[config.mk]
export PLATFORM = sky130hd
export DESIGN_NAME = wb_cmd_master
export DESIGN_NICKNAME = d
export VERILOG_FILES = /design/src/rtl/wb_cmd_master.sv
export SDC_FILE = /design/constraint.sdc
export NUM_CORES = 1
export LEC_CHECK = 0
export CORE_UTILIZATION = 43
export DETAILED_ROUTE_END_ITERATION = 8
export PLACE_DENSITY = 0.8
export SLEW_MARGIN = 20
export SYNTH_ARGS = -nofsm -noshare
export SYNTH_HDL_FRONTEND = slang
export SYNTH_SLANG_ARGS = --single-unit
export TNS_END_PERCENT = 100
[constraint.sdc]
create_clock -name wb_clk_i -period 1.8 [get_ports wb_clk_i]
set_input_delay 0.36 -clock wb_clk_i [delete_from_list [all_inputs] [get_ports wb_clk_i]]
set_output_delay 0.36 -clock wb_clk_i [all_outputs]
set_load 0.02 [all_outputs]
[src/rtl/wb_cmd_master.sv]
// rtl/wb_cmd_master.sv - Wishbone classic single-transfer command master
//
// Purpose: accepts one command (adr/dat/we/sel) on a valid/ready port, runs
// one Wishbone classic cycle, waits for ack and returns read data/status on a
// valid/ready response port. One outstanding transfer at a time.
//
// Optional feature macro: WBM_TIMEOUT_EN. When defined, a cycle with no ack
// for TIMEOUT_CYCLES clocks is aborted with rsp_err=1. When undefined, the bus
// cycle waits for ack indefinitely and rsp_err is always 0.
//
// Ports:
//   wb_clk_i, wb_rst_i              clock, synchronous active-high reset
//   cmd_valid/cmd_ready             command handshake
//   cmd_we/cmd_adr/cmd_dat/cmd_sel  command fields
//   rsp_valid/rsp_ready             response handshake
//   rsp_dat/rsp_err                 read data (0 for writes/errors), timeout flag
//   wbm_cyc_o/stb_o/we_o/sel_o/adr_o/dat_o   Wishbone master outputs
//   wbm_dat_i/wbm_ack_i             Wishbone slave read data and acknowledge
module wb_cmd_master #(
  parameter int ADDR_W         = 32,
  parameter int DATA_W         = 32,
  parameter int TIMEOUT_CYCLES = 255
) (
  input  logic                wb_clk_i,
  input  logic                wb_rst_i,
  input  logic                cmd_valid,
  output logic                cmd_ready,
  input  logic                cmd_we,
  input  logic [ADDR_W-1:0]   cmd_adr,
  input  logic [DATA_W-1:0]   cmd_dat,
  input  logic [DATA_W/8-1:0] cmd_sel,
  output logic                rsp_valid,
  input  logic                rsp_ready,
  output logic [DATA_W-1:0]   rsp_dat,
  output logic                rsp_err,
  output logic                wbm_cyc_o,
  output logic                wbm_stb_o,
  output logic                wbm_we_o,
  output logic [DATA_W/8-1:0] wbm_sel_o,
  output logic [ADDR_W-1:0]   wbm_adr_o,
  output logic [DATA_W-1:0]   wbm_dat_o,
  input  logic [DATA_W-1:0]   wbm_dat_i,
  input  logic                wbm_ack_i
);

  localparam int SEL_W = DATA_W / 8;

  localparam logic [1:0] ST_IDLE = 2'd0;
  localparam logic [1:0] ST_BUS  = 2'd1;
  localparam logic [1:0] ST_RESP = 2'd2;

  logic [1:0]        state_q, state_d;
  logic              cmd_ready_q, cmd_ready_d;
  logic              cyc_q, cyc_d;
  logic              we_q, we_d;
  logic [SEL_W-1:0]  sel_q, sel_d;
  logic [ADDR_W-1:0] adr_q, adr_d;
  logic [DATA_W-1:0] dat_q, dat_d;
  logic              rsp_valid_q, rsp_valid_d;
  logic [DATA_W-1:0] rsp_dat_q, rsp_dat_d;
  logic              rsp_err_q, rsp_err_d;
  logic              timeout_hit;

`ifdef WBM_TIMEOUT_EN
  // Counter only needs to reach TIMEOUT_CYCLES-1: the abort fires on the edge
  // that would have taken it to TIMEOUT_CYCLES.
  localparam int CNT_W = (TIMEOUT_CYCLES < 2) ? 1 : $clog2(TIMEOUT_CYCLES);

  logic [CNT_W-1:0] cnt_q, cnt_d;

  assign timeout_hit = (state_q == ST_BUS) && !wbm_ack_i &&
                       (cnt_q == CNT_W'(TIMEOUT_CYCLES - 1));

  always_comb begin
    cnt_d = cnt_q;
    if (state_q == ST_IDLE) begin
      cnt_d = '0;
    end else if (state_q == ST_BUS) begin
      cnt_d = cnt_q + CNT_W'(1);
    end
  end

  always_ff @(posedge wb_clk_i) begin
    if (wb_rst_i) begin
      cnt_q <= '0;
    end else begin
      cnt_q <= cnt_d;
    end
  end
`else
  assign timeout_hit = 1'b0;
`endif

  always_comb begin
    state_d     = state_q;
    cyc_d       = cyc_q;
    we_d        = we_q;
    sel_d       = sel_q;
    adr_d       = adr_q;
    dat_d       = dat_q;
    rsp_valid_d = rsp_valid_q;
    rsp_dat_d   = rsp_dat_q;
    rsp_err_d   = rsp_err_q;
    case (state_q)
      ST_IDLE: begin
        // cmd_ready_q is low in the cycle after reset even though state is IDLE.
        if (cmd_valid && cmd_ready_q) begin
          we_d    = cmd_we;
          sel_d   = cmd_sel;
          adr_d   = cmd_adr;
          dat_d   = cmd_dat;
          cyc_d   = 1'b1;
          state_d = ST_BUS;
        end
      end
      ST_BUS: begin
        // Ack in the same cycle takes priority over the timeout.
        if (wbm_ack_i) begin
          cyc_d       = 1'b0;
          rsp_valid_d = 1'b1;
          rsp_dat_d   = we_q ? '0 : wbm_dat_i;
          rsp_err_d   = 1'b0;
          state_d     = ST_RESP;
        end else if (timeout_hit) begin
          cyc_d       = 1'b0;
          rsp_valid_d = 1'b1;
          rsp_dat_d   = '0;
          rsp_err_d   = 1'b1;
          state_d     = ST_RESP;
        end
      end
      ST_RESP: begin
        if (rsp_ready) begin
          rsp_valid_d = 1'b0;
          state_d     = ST_IDLE;
        end
      end
      default: begin
        state_d = ST_IDLE;
        cyc_d   = 1'b0;
      end
    endcase
    cmd_ready_d = (state_d == ST_IDLE);
  end

  always_ff @(posedge wb_clk_i) begin
    if (wb_rst_i) begin
      state_q     <= ST_IDLE;
      cmd_ready_q <= 1'b0;
      cyc_q       <= 1'b0;
      we_q        <= 1'b0;
      sel_q       <= '0;
      adr_q       <= '0;
      dat_q       <= '0;
      rsp_valid_q <= 1'b0;
      rsp_dat_q   <= '0;
      rsp_err_q   <= 1'b0;
    end else begin
      state_q     <= state_d;
      cmd_ready_q <= cmd_ready_d;
      cyc_q       <= cyc_d;
      we_q        <= we_d;
      sel_q       <= sel_d;
      adr_q       <= adr_d;
      dat_q       <= dat_d;
      rsp_valid_q <= rsp_valid_d;
      rsp_dat_q   <= rsp_dat_d;
      rsp_err_q   <= rsp_err_d;
    end
  end

  assign cmd_ready = cmd_ready_q;
  assign rsp_valid = rsp_valid_q;
  assign rsp_dat   = rsp_dat_q;
  assign rsp_err   = rsp_err_q;
  assign wbm_cyc_o = cyc_q;
  assign wbm_stb_o = cyc_q;
  assign wbm_we_o  = we_q;
  assign wbm_sel_o = sel_q;
  assign wbm_adr_o = adr_q;
  assign wbm_dat_o = dat_q;

endmodule

==> results by group, run 1 <==
Run status
  • Outcome: finished, final reports clean

Power and ir drop
  • Pwr Density: around 740 nW/um^2
  • Share of power burned in combinational logic: about a fifth
  • Share of power burned in registers: 46.4%
  • Net Sw Frac: 25.1%
  • Relative contribution of the clock network to total power: between 30% and 40%
  • Peak ir drop on the vdd network: around 650 uV
  • Switching power: around 1.4 mW
  • Cell Int Power: between 4 and 5 mW
  • Tot Pwr: around 5.4 mW
  • Leak: about 2.6 nW

Worst hold path
  • Number of instances on the worst hold path: 2
  • Worst hold endpoint: rsp_dat[11]
  • Worst min-delay path class: flip-flop to flip-flop
  • Min-delay src: rsp_dat[11]

Yosys
  • Synth Cell Area: about 5000 um^2
  • Combinational family with the most area after synthesis: simple AND/OR/NAND/NOR gates
  • Fraction of synthesized cell area in xor and xnor cells: 0%
  • Netlist cell types: 22
  • Fraction of the yosys area taken by sequential cells: between 40% and 50%
  • Fraction of synthesized area in multiplexers: between 20% and 30%
  • Post-Synth Simple-Gate Area: approximately 30%
  • Post-Synth Adder-Cell Area: 0%
  • Number of instances in the synthesized netlist: approximately 470
  • Syn_area_per_cell: ~10 um^2
  • Area fraction in compound gates after synthesis: 0.665%
  • Number of flip-flops and latches in the synthesized netlist: approximately 110
  • YS warnings: 0
  • Syn Nets: 574

Setup path
  • Critical Path Slowest Stage Cell: sky130_fd_sc_hd__clkdlybuf4s50_1
  • Slack of the worst reg-to-reg path: approximately 340 ps
  • Buf+Inv Stages, Crit Path: 1
  • Critical path startpoint category: flip-flop
  • Max stage delay on crit path: between 600 and 700 ps
  • Top fanout value on the critical path: 3
  • R2R depth: 4
  • R2r endpoint: wbm_dat_o[10]
  • Signal arrival time at the worst endpoint: around 1300 ps
  • Worst path required time: about 1400 ps
  • Critical path, cell by cell: clkdlybuf4s50_1
  • Worst Setup End Kind: primary output
  • Launch point of the worst reg-to-reg path: state_q[0]
  • Largest delay contributor family on the critical path: buffers and inverters
  • Category of the most critical setup path: flip-flop to primary output

Floorplan
  • Y dimension of the die: between 100 and 150 um
  • Die X-Extent: 109 um
  • Placeable Area: between 10,000 and 15,000 um^2
  • Area of the die: ~12,000 um^2
  • Floorplan row count: 38
  • Top-level port count: 212
  • Initial cell density of the core: 44.7%

Route
  • Number of vias per cell: approximately 4.8
  • Via Count: about 3,900
  • Average wire per standard cell: 14.6 um
  • Wire length after detailed routing: 11,800 um
  • First-iteration detailed-routing DRC count: 132
  • Residual DRC: 0
  • Post-route ant nets: 0
  • 1st-pass router iterations: 4

Clocking
  • Count of buffers added by post-CTS timing repair for setup: 0
  • TritonCTS clock tree: done
  • Clock root buffer master: sky130_fd_sc_hd__clkbuf_16
  • Skew-Pair Late Insertion Delay: roughly 340 ps
  • TritonCTS Buffers: 9
  • Number of gates given a new drive strength after cts: 0
  • CTS H-tree depth: 3
  • Hold-fix buffers at CTS: 0
  • Maximum number of buffers from clock root to sink: 2
  • Clock slew seen by the registers of the worst setup and hold paths: roughly 70 ps
  • Number of sinks driven by the clock tree: around 110

Placed design
  • Final HPWL DP: between 8000 and 9000 um
  • Placed cell count: 793
  • Post-placement cell area: about 7000 um^2
  • Pre-CTS worst setup slack: 24.7 ps
  • Final weighted congestion in routability-driven placement: 0.712
  • Count of buffers inserted at the top-level ports: 210

Global route
  • Total global routing overflow: 0
  • Via count of the first global-routing pass: 3,955
  • Number of antenna violations at the first check in global routing: 0
  • Wire length of the first global-routing pass: 18,700 um
  • Largest net degree at the start of global routing: between 90 and 100
  • Overall Global Routing Usage: 20.4%

Timing
  • Total count of hold-check failures in the final report: 0
  • Final number of max-transition violations: 0
  • Hold slack final: roughly 470 ps
  • Total Negative Setup Slacks: 0 ps
  • Final setup violation count: 0
  • Clock skew after layout: roughly 9.6 ps
  • Min setup slack post-route: around 100 ps
  • Fmax: a little under 0.6 GHz
  • Post-route minimum period: between 1500 and 2000 ps
  • RSZ-0062 raised after global routing: no
  • Period utilisation layout: 94.4%

Layout
  • Growth of design area from synthesis to finish: 51.0%
  • Final design utilization: 67.5%
  • Fillers: 895
  • Sequential cell area: around 2100 um^2
  • Post-layout nets: 770
  • Antenna cells: 0
  • Post-route non-filler standard cell count: approximately 800
  • Ratio of cells with drive above 1 in the final layout: a little over 10%
  • Final instance area: between 7000 and 8000 um^2
  • Multi-input combinational cell area: between 2000 and 3000 um^2

Flow run
  • Number of max-capacitance violations reported: 0
[per-layer routing]
| layer | track usage, % | share of wire, % |
|---|---|---|
| met5 | 0 | 0 |
| met1 | 24.2 | 43 |
| met2 | 34.2 | 48 |
| met4 | 9.27 | 2.2 |
| met3 | 5.98 | 6.6 |
[synth_stat cells (all sizes together)]
library cell	n	area (um^2)
nand2b	171	1070
dfxtp	106	2120
mux2i	101	1010
or3b	34	298
clkbuf	24	90.1
buf	16	175
a21oi	2	10.0
and3b	2	17.5
nor2b	2	12.5
a2111oi	1	8.76
conb	1	3.75
inv	1	3.75
nand3b	1	7.51
nor2	1	3.75
nor4b	1	15.0
nor4bb	1	16.3
o21ai	1	5.00
o2bb2ai	1	8.76
or4bb	1	11.3
[registers in the layout, summed over array words and instances (netlist names)]
| signal | cells |
|---|---|
| cmd_ready | 1 |
| rsp_dat | 32 |
| rsp_valid | 1 |
| state_q | 2 |
| wbm_adr_o | 32 |
| wbm_cyc_o | 1 |
| wbm_dat_o | 32 |
| wbm_sel_o | 4 |
| wbm_we_o | 1 |
[power groups by stage]
stage | clock network (mW) | registers, mW | logic, mW
finish | 1.83 | 2.52 | 1.08
global route | 2.00 | 2.54 | 1.16
CTS | 1.89 | 2.53 | 1.09
detailed placement | 0 | 2.58 | 1.09
global placement | 0 | 2.57 | 1.07
floorplan | 0 | 2.71 | 0.433
[kinds of logic after synthesis]
logic type,count (synthesis)
simple gates,214
flops,106
compound gates,5
mux,101
buf+inv,41
other cells,1
[area by class of cell]
class,instances,area share (%)
Timing Repair Buffer,225,31.2
Inverter,1,0.0508
Multi-Input combinational cell,321,34.0
Tap cell,140,2.37
Sequential cell,106,28.7
Clock buffer,11,3.29
Clock inverter,5,0.407
[layout by cell type, fill, tap and decap left out, drive strengths merged]
master         netlist  routed
a2111oi              1       1
a21oi                2       2
and3b                2       2
buf                 16      16
clkbuf              24      11
clkdlybuf4s50        0     209
clkinv               0       3
clkinvlp             0       2
conb                 1       1
dfxtp              106     106
inv                  1       1
mux2i              101     101
nand2b             171     171
nand3b               1       1
nor2                 1       1
nor2b                2       2
nor4b                1       1
nor4bb               1       1
o21ai                1       1
o2bb2ai              1       1
or3b                34      34
or4bb                1       1
[worst reg2reg max path, stage by stage, from the launching register on]
cell,delay (ps)
sky130_fd_sc_hd__dfxtp_1,410
sky130_fd_sc_hd__nor4bb_4,340
sky130_fd_sc_hd__buf_4,230
sky130_fd_sc_hd__buf_12,200
sky130_fd_sc_hd__mux2i_1,210
[worst max path at each step]
stage / startpoint / to / slack [ps] / depth (start not counted)
after global routing: rsp_valid / rsp_valid / 60 / 1
after detailed placement: cmd_valid / wbm_sel_o[2] / 20 / 5
after global placement: cmd_valid / wbm_dat_o[14] / 70 / 5
after CTS: wbm_cyc_o / wbm_stb_o / 80 / 1
final: wbm_cyc_o / wbm_stb_o / 100 / 1
after floorplan: cmd_ready / wbm_adr_o[0] / 460 / 4
No activity file was read; power rests on OpenSTA's default activity.
==> run 2, diff against run 1 <==
--- a/config.mk
+++ b/config.mk
@@ -5,6 +5,7 @@
 export SDC_FILE = /design/constraint.sdc
 export NUM_CORES = 1
 export LEC_CHECK = 0
+export CAP_MARGIN = 20
 export CORE_UTILIZATION = 43
 export DETAILED_ROUTE_END_ITERATION = 8
 export PLACE_DENSITY = 0.8
==> results of run 2 <==
No change in the layout: final DEF, timing and power equal those of run 1.
==> run 3, diff against run 2 <==
--- a/config.mk
+++ b/config.mk
@@ -8,7 +8,7 @@
 export CAP_MARGIN = 20
 export CORE_UTILIZATION = 43
 export DETAILED_ROUTE_END_ITERATION = 8
-export PLACE_DENSITY = 0.8
+export PLACE_DENSITY_LB_ADDON = 0.1
 export SLEW_MARGIN = 20
 export SYNTH_ARGS = -nofsm -noshare
 export SYNTH_HDL_FRONTEND = slang
==> run 3 against run 2 <==
Clock power is 4% higher. Worst hold slack better by 2.0 ps. Maximum frequency down 0.39%. Sequential cell count unchanged. Critical path depth stayed put. Utilization increased by 0.31 points. Highest routed layer unchanged. Clock skew is 0.54 ps higher. Register-to-register slack about the same. Clock-buffer cell count shrank 1. Final area grew 0.46%.
==> results by group, run 3 (synthesized netlist as in run 1, its figures left out) <==
Timing
  • Total Negative Setup Slacks: 0 ps
  • Total count of hold-check failures in the final report: 0
  • Period utilisation layout: 94.8%
  • Final setup violation count: 0
  • Fmax: approximately 0.59 GHz
  • RSZ-0062 raised after global routing: no
  • Worst max-slew margin expressed relative to the limit: between 50% and 60%
  • Post-route minimum period: between 1500 and 2000 ps
  • Final number of max-transition violations: 0
  • Worst-margin pin slew: around 700 ps
  • Clock skew after layout: about 10 ps

Clocking
  • Maximum number of buffers from clock root to sink: 2
  • Clock root buffer master: sky130_fd_sc_hd__clkbuf_16
  • Number of sinks driven by the clock tree: approximately 110
  • TritonCTS Buffers: 9
  • Skew-Pair Late Insertion Delay: ~340 ps
  • Number of gates given a new drive strength after cts: 0
  • Hold-fix buffers at CTS: 0
  • Count of buffers added by post-CTS timing repair for setup: 0
  • Clock slew seen by the registers of the worst setup and hold paths: 70 ps
  • CTS H-tree depth: 3
  • TritonCTS clock tree: done

Floorplan
  • Floorplan row count: 38
  • Area of the die: 11,800 um^2
  • Y dimension of the die: 109 um
  • Top-level port count: about 210
  • Initial cell density of the core: between 40 and 50%
  • Die X-Extent: 109 um
  • Placeable Area: 10,900 um^2

Power and ir drop
  • Share of power burned in combinational logic: approximately 20%
  • Switching power: roughly 1.4 mW
  • Leak: 2.62 nW
  • Share of power burned in registers: 45.6%
  • Cell Int Power: ~4 mW
  • Net Sw Frac: around 26%
  • Peak ir drop on the vdd network: roughly 580 uV
  • Pwr Density: approximately 750 nW/um^2
  • Relative contribution of the clock network to total power: 34.6%

Layout
  • Post-layout nets: ~770
  • Final design utilization: roughly two thirds
  • Commonest cells after routing, fill and taps aside: sky130_fd_sc_hd__clkdlybuf4s50_1 (209), sky130_fd_sc_hd__nand2b_1 (171), sky130_fd_sc_hd__dfxtp_1 (106)
  • Antenna cells: 0
  • Fillers: between 800 and 900
  • Sequential cell area: 2120 um^2
  • Post-route non-filler standard cell count: ~810
  • Most common cell after layout, fill and taps aside: sky130_fd_sc_hd__clkdlybuf4s50_1
  • Ratio of cells with drive above 1 in the final layout: 10.2%
  • Growth of design area from synthesis to finish: 51.7%
  • Final instance area: roughly 7400 um^2
  • Multi-input combinational cell area: around 2500 um^2

Route
  • Top routing layer used: met4
  • Wire length after detailed routing: 11,500 um
  • Via Count: between 3,000 and 4,000
  • Post-route ant nets: 0
  • 1st-pass router iterations: 4
  • Average wire per standard cell: 14.3 um
  • M1 wire length: ~4900 um
  • Wire length on met2: approximately 5500 um
  • Residual DRC: 0
  • First-iteration detailed-routing DRC count: 121
  • Number of vias per cell: roughly 4.7
  • DR WL met3: 911 um

Setup path
  • Category of the most critical setup path: flip-flop to primary output
  • Critical Path Slowest Stage Cell: sky130_fd_sc_hd__clkdlybuf4s50_1
  • Buf+Inv Stages, Crit Path: 1
  • Worst path required time: 1440 ps
  • Largest delay contributor family on the critical path: buffers and inverters
  • R2r endpoint: wbm_adr_o[9]
  • Max stage delay on crit path: 640 ps
  • Signal arrival time at the worst endpoint: roughly 1400 ps
  • Launch point of the worst reg-to-reg path: state_q[0]
  • Critical path startpoint category: flip-flop
  • Slack of the worst reg-to-reg path: 350 ps
  • Worst Setup End Kind: primary output
  • R2R depth: 4
  • Critical path, cell by cell: clkdlybuf4s50_1
  • Top fanout value on the critical path: 3

Worst hold path
  • Worst min-delay path class: flip-flop to flip-flop
  • Min-delay src: rsp_dat[2]
  • Worst hold endpoint: rsp_dat[2]
  • Number of instances on the worst hold path: 2

Global route
  • Wire length of the first global-routing pass: 18,100 um
  • Largest net degree at the start of global routing: between 90 and 100
  • Via count of the first global-routing pass: roughly 3,800
  • Number of antenna violations at the first check in global routing: 0
  • Overall Global Routing Usage: between 10% and 20%
  • Total global routing overflow: 0

Placed design
  • Placed cell count: approximately 790
  • Final weighted congestion in routability-driven placement: around 0.73
  • Post-placement cell area: just over 7000 um^2
  • Count of buffers inserted at the top-level ports: 210
  • Final HPWL DP: between 8000 and 9000 um

Flow run
  • Number of max-capacitance violations reported: 0

Run status
  • Outcome: finished, final reports clean
run 3: cell type report:
type | count | area share, %
multi-input cells | 321 | 33.8
clock buffers | 10 | 3.22
repair buffers | 224 | 31.2
clock inverters | 6 | 0.675
well taps | 140 | 2.36
flip-flops and latches | 106 | 28.6
inverters | 1 | 0.0506
run 3: power by group through the flow:
| stage | sequential [mW] | combinational [mW] | clock, mW |
|---|---|---|---|
| global placement | 2.57 | 1.08 | 0 |
| detailed placement | 2.58 | 1.10 | 0 |
| finish | 2.52 | 1.09 | 1.91 |
| CTS | 2.52 | 1.10 | 1.96 |
| floorplan | 2.71 | 0.433 | 0 |
| global route | 2.54 | 1.17 | 2.06 |
run 3: tightest hold or removal path: stages (launching register included):
cell	delay, ps
sky130_fd_sc_hd__dfxtp_1	310
sky130_fd_sc_hd__nand2b_1	60
sky130_fd_sc_hd__mux2i_1	50
run 3: worst max path at each step:
stage | from | to | slack (ps) | cells after the start
after floorplan | cmd_ready | wbm_adr_o[0] | 460 | 4
after global placement | cmd_valid | wbm_dat_o[19] | 50 | 5
after detailed placement | cmd_valid | wbm_adr_o[9] | 9 | 5
after CTS | cmd_ready | cmd_ready | 70 | 1
after global routing | wbm_cyc_o | wbm_stb_o | 30 | 1
final | cmd_ready | cmd_ready | 90 | 1
run 3: metrics by stage:
stage,setup slack (ps),hold WS [ps],power [mW]
final,93.3,473,5.53
after global routing,28.4,487,5.76
after floorplan,457,515,3.14
after global placement,54.3,457,3.65
after CTS,71.8,479,5.59
after detailed placement,9.40,460,3.68
run 3: per-layer routing:
layer,vias up,global-route usage [%]
li1,1922,-
met1,1749,22.6
met2,128,33.8
met3,18,5.74
met4,0,7.43
met5,-,0
==> edit (flow settings as in run 1) <==
Build with the macro `WBM_TIMEOUT_EN` defined.
--- a/src/rtl/wb_cmd_master.sv
+++ b/src/rtl/wb_cmd_master.sv
@@ -17,4 +17,6 @@
 //   wbm_cyc_o/stb_o/we_o/sel_o/adr_o/dat_o   Wishbone master outputs
 //   wbm_dat_i/wbm_ack_i             Wishbone slave read data and acknowledge
+`define WBM_TIMEOUT_EN
+
 module wb_cmd_master #(
   parameter int ADDR_W         = 32,
Formal check against the unedited RTL: no difference found for any inputs over 4 cycles, from zero or initial values and one cycle with wb_rst_i high; that may be too few to reach the edited logic, so the function may still have changed.
==> edit against run 1 <==
- wire length is 14% higher
- total power is 30% higher
- cell area is 2.2% lower
- first-iteration DRC count is 77% higher
- setup slack better by 47 ps
- sequential cell count is 9 higher
- fmax is 2.9% higher
- area after synthesis is 6.7% lower
- synthesized cell count is 12% higher
- critical endpoint is now wbm_we_o
==> edit: results (changes against run 1) <==
stage;metric;value;unit;change
routing;met2RoutedLength;6.31;mm;was 5.69 mm
placed_design;placed_area;6770;um2;was 7110 um2
cts;htree_num_levels;4;;was 3
finish;multi_input_area_share;27.9;%;was 34.0%
finish;ratio_of_cells_with_drive_above_1_in_the_final_layout;6.85;%;was 10.2%
hold_path;hold_depth;3;;was 2
hold_path;worst_hold_path_type;in -> reg;;was reg -> reg
global_route;grtUsageMet3;9.42;%;was 5.98%
power;worst_ir_drop_vdd;0.595;mV;was 0.652 mV
global_route;met2_usage;40.3;%;was 34.2%
cts;cts-root-buf;clkbuf_8;;was clkbuf_16
synthesis;synth.yosys.seq_area_share;50.5;%;was 43.4%
finish;n_all_inverters;3;;was 1
global_route;largest_net_degree_at_the_start_of_global_routing;112;;was 95
setup_path;source_of_the_worst_register_to_register_timing_path;state_q[1];;was state_q[0]
cts;clkLatencyLatePin;510;ps;was 340 ps
hold_path;timing.hold.worst_endpoint;cnt_q[1];;was rsp_dat[11]
placed_design;port_buffers;211;;was 210
finish;layout.comb_gates.multi_input;358;;was 321
routing;drtIter0Drc;234;;was 132
synthesis;mappedNetlistNets;630;;was 574
placed_design;place.gp.congestion;0.751;;was 0.712
routing;via_count;4435;;was 3871
run_status;result_of_the_run;finished clean;;unchanged
finish;clock_area_share;8.18;%;was 3.69%
finish;clockBufferCount;19;;was 11
global_route;use_met1;27.5;%;was 24.2%
synthesis;post_synth_main_area_contributors;dfxtp_1 50%, nand2_1 12%, a21oi_1 8.1%, a32o_1 7.0%, a21o_1 5.3%;;was dfxtp_1 43%, nand2b_1 22%, mux2i_1 21%, or3b_2 6.1%, buf_8 2.1%
power;power.internal;5.30;mW;was 4.07 mW
setup_path;slowest_stage_cell_on_the_critical_path;dfxtp_1;;was clkdlybuf4s50_1
## edit: cell count changes after synthesis, moves of 7 or more
cell      before  now
dfxtp_1      106  115
a32o_1         0   32
a21o_1         0   32
nand2_1        0  140
buf_2          2   19
clkbuf_1      24   14
or3b_2        34    0
a21oi_1        2   74
nand2b_1     171    2
nor2b_1        2   32
buf_8          7    0
mux2i_1      101    0
nor2_1         1    9
## edit: per-stage QoR
stage	std cells	total power, mW	util (%)	hold WS [ps]
CTS	866	7.12	70.0	372
global route	866	7.34	70.0	387
global placement	834	3.87	65.5	441
floorplan	522	3.31	-	452
finish	866	7.06	70.0	392
detailed placement	834	3.89	65.5	446
## edit: cell families (layout without fill, tap and decap cells)
kind of cell,count (synthesis),count (layout),share of synthesized area [%]
simple gates,202,202,20.4
compound gates,152,152,22.4
flops,115,115,50.5
buf+inv,49,257,5.79
fa+ha+maj,2,2,0.548
xor+xnor,2,2,0.384
## edit: timing repair
action,in CTS,in global routing
endpoints found under the setup margin,106,0
hold endpoints to repair,0,0
gates resized for setup,106,0
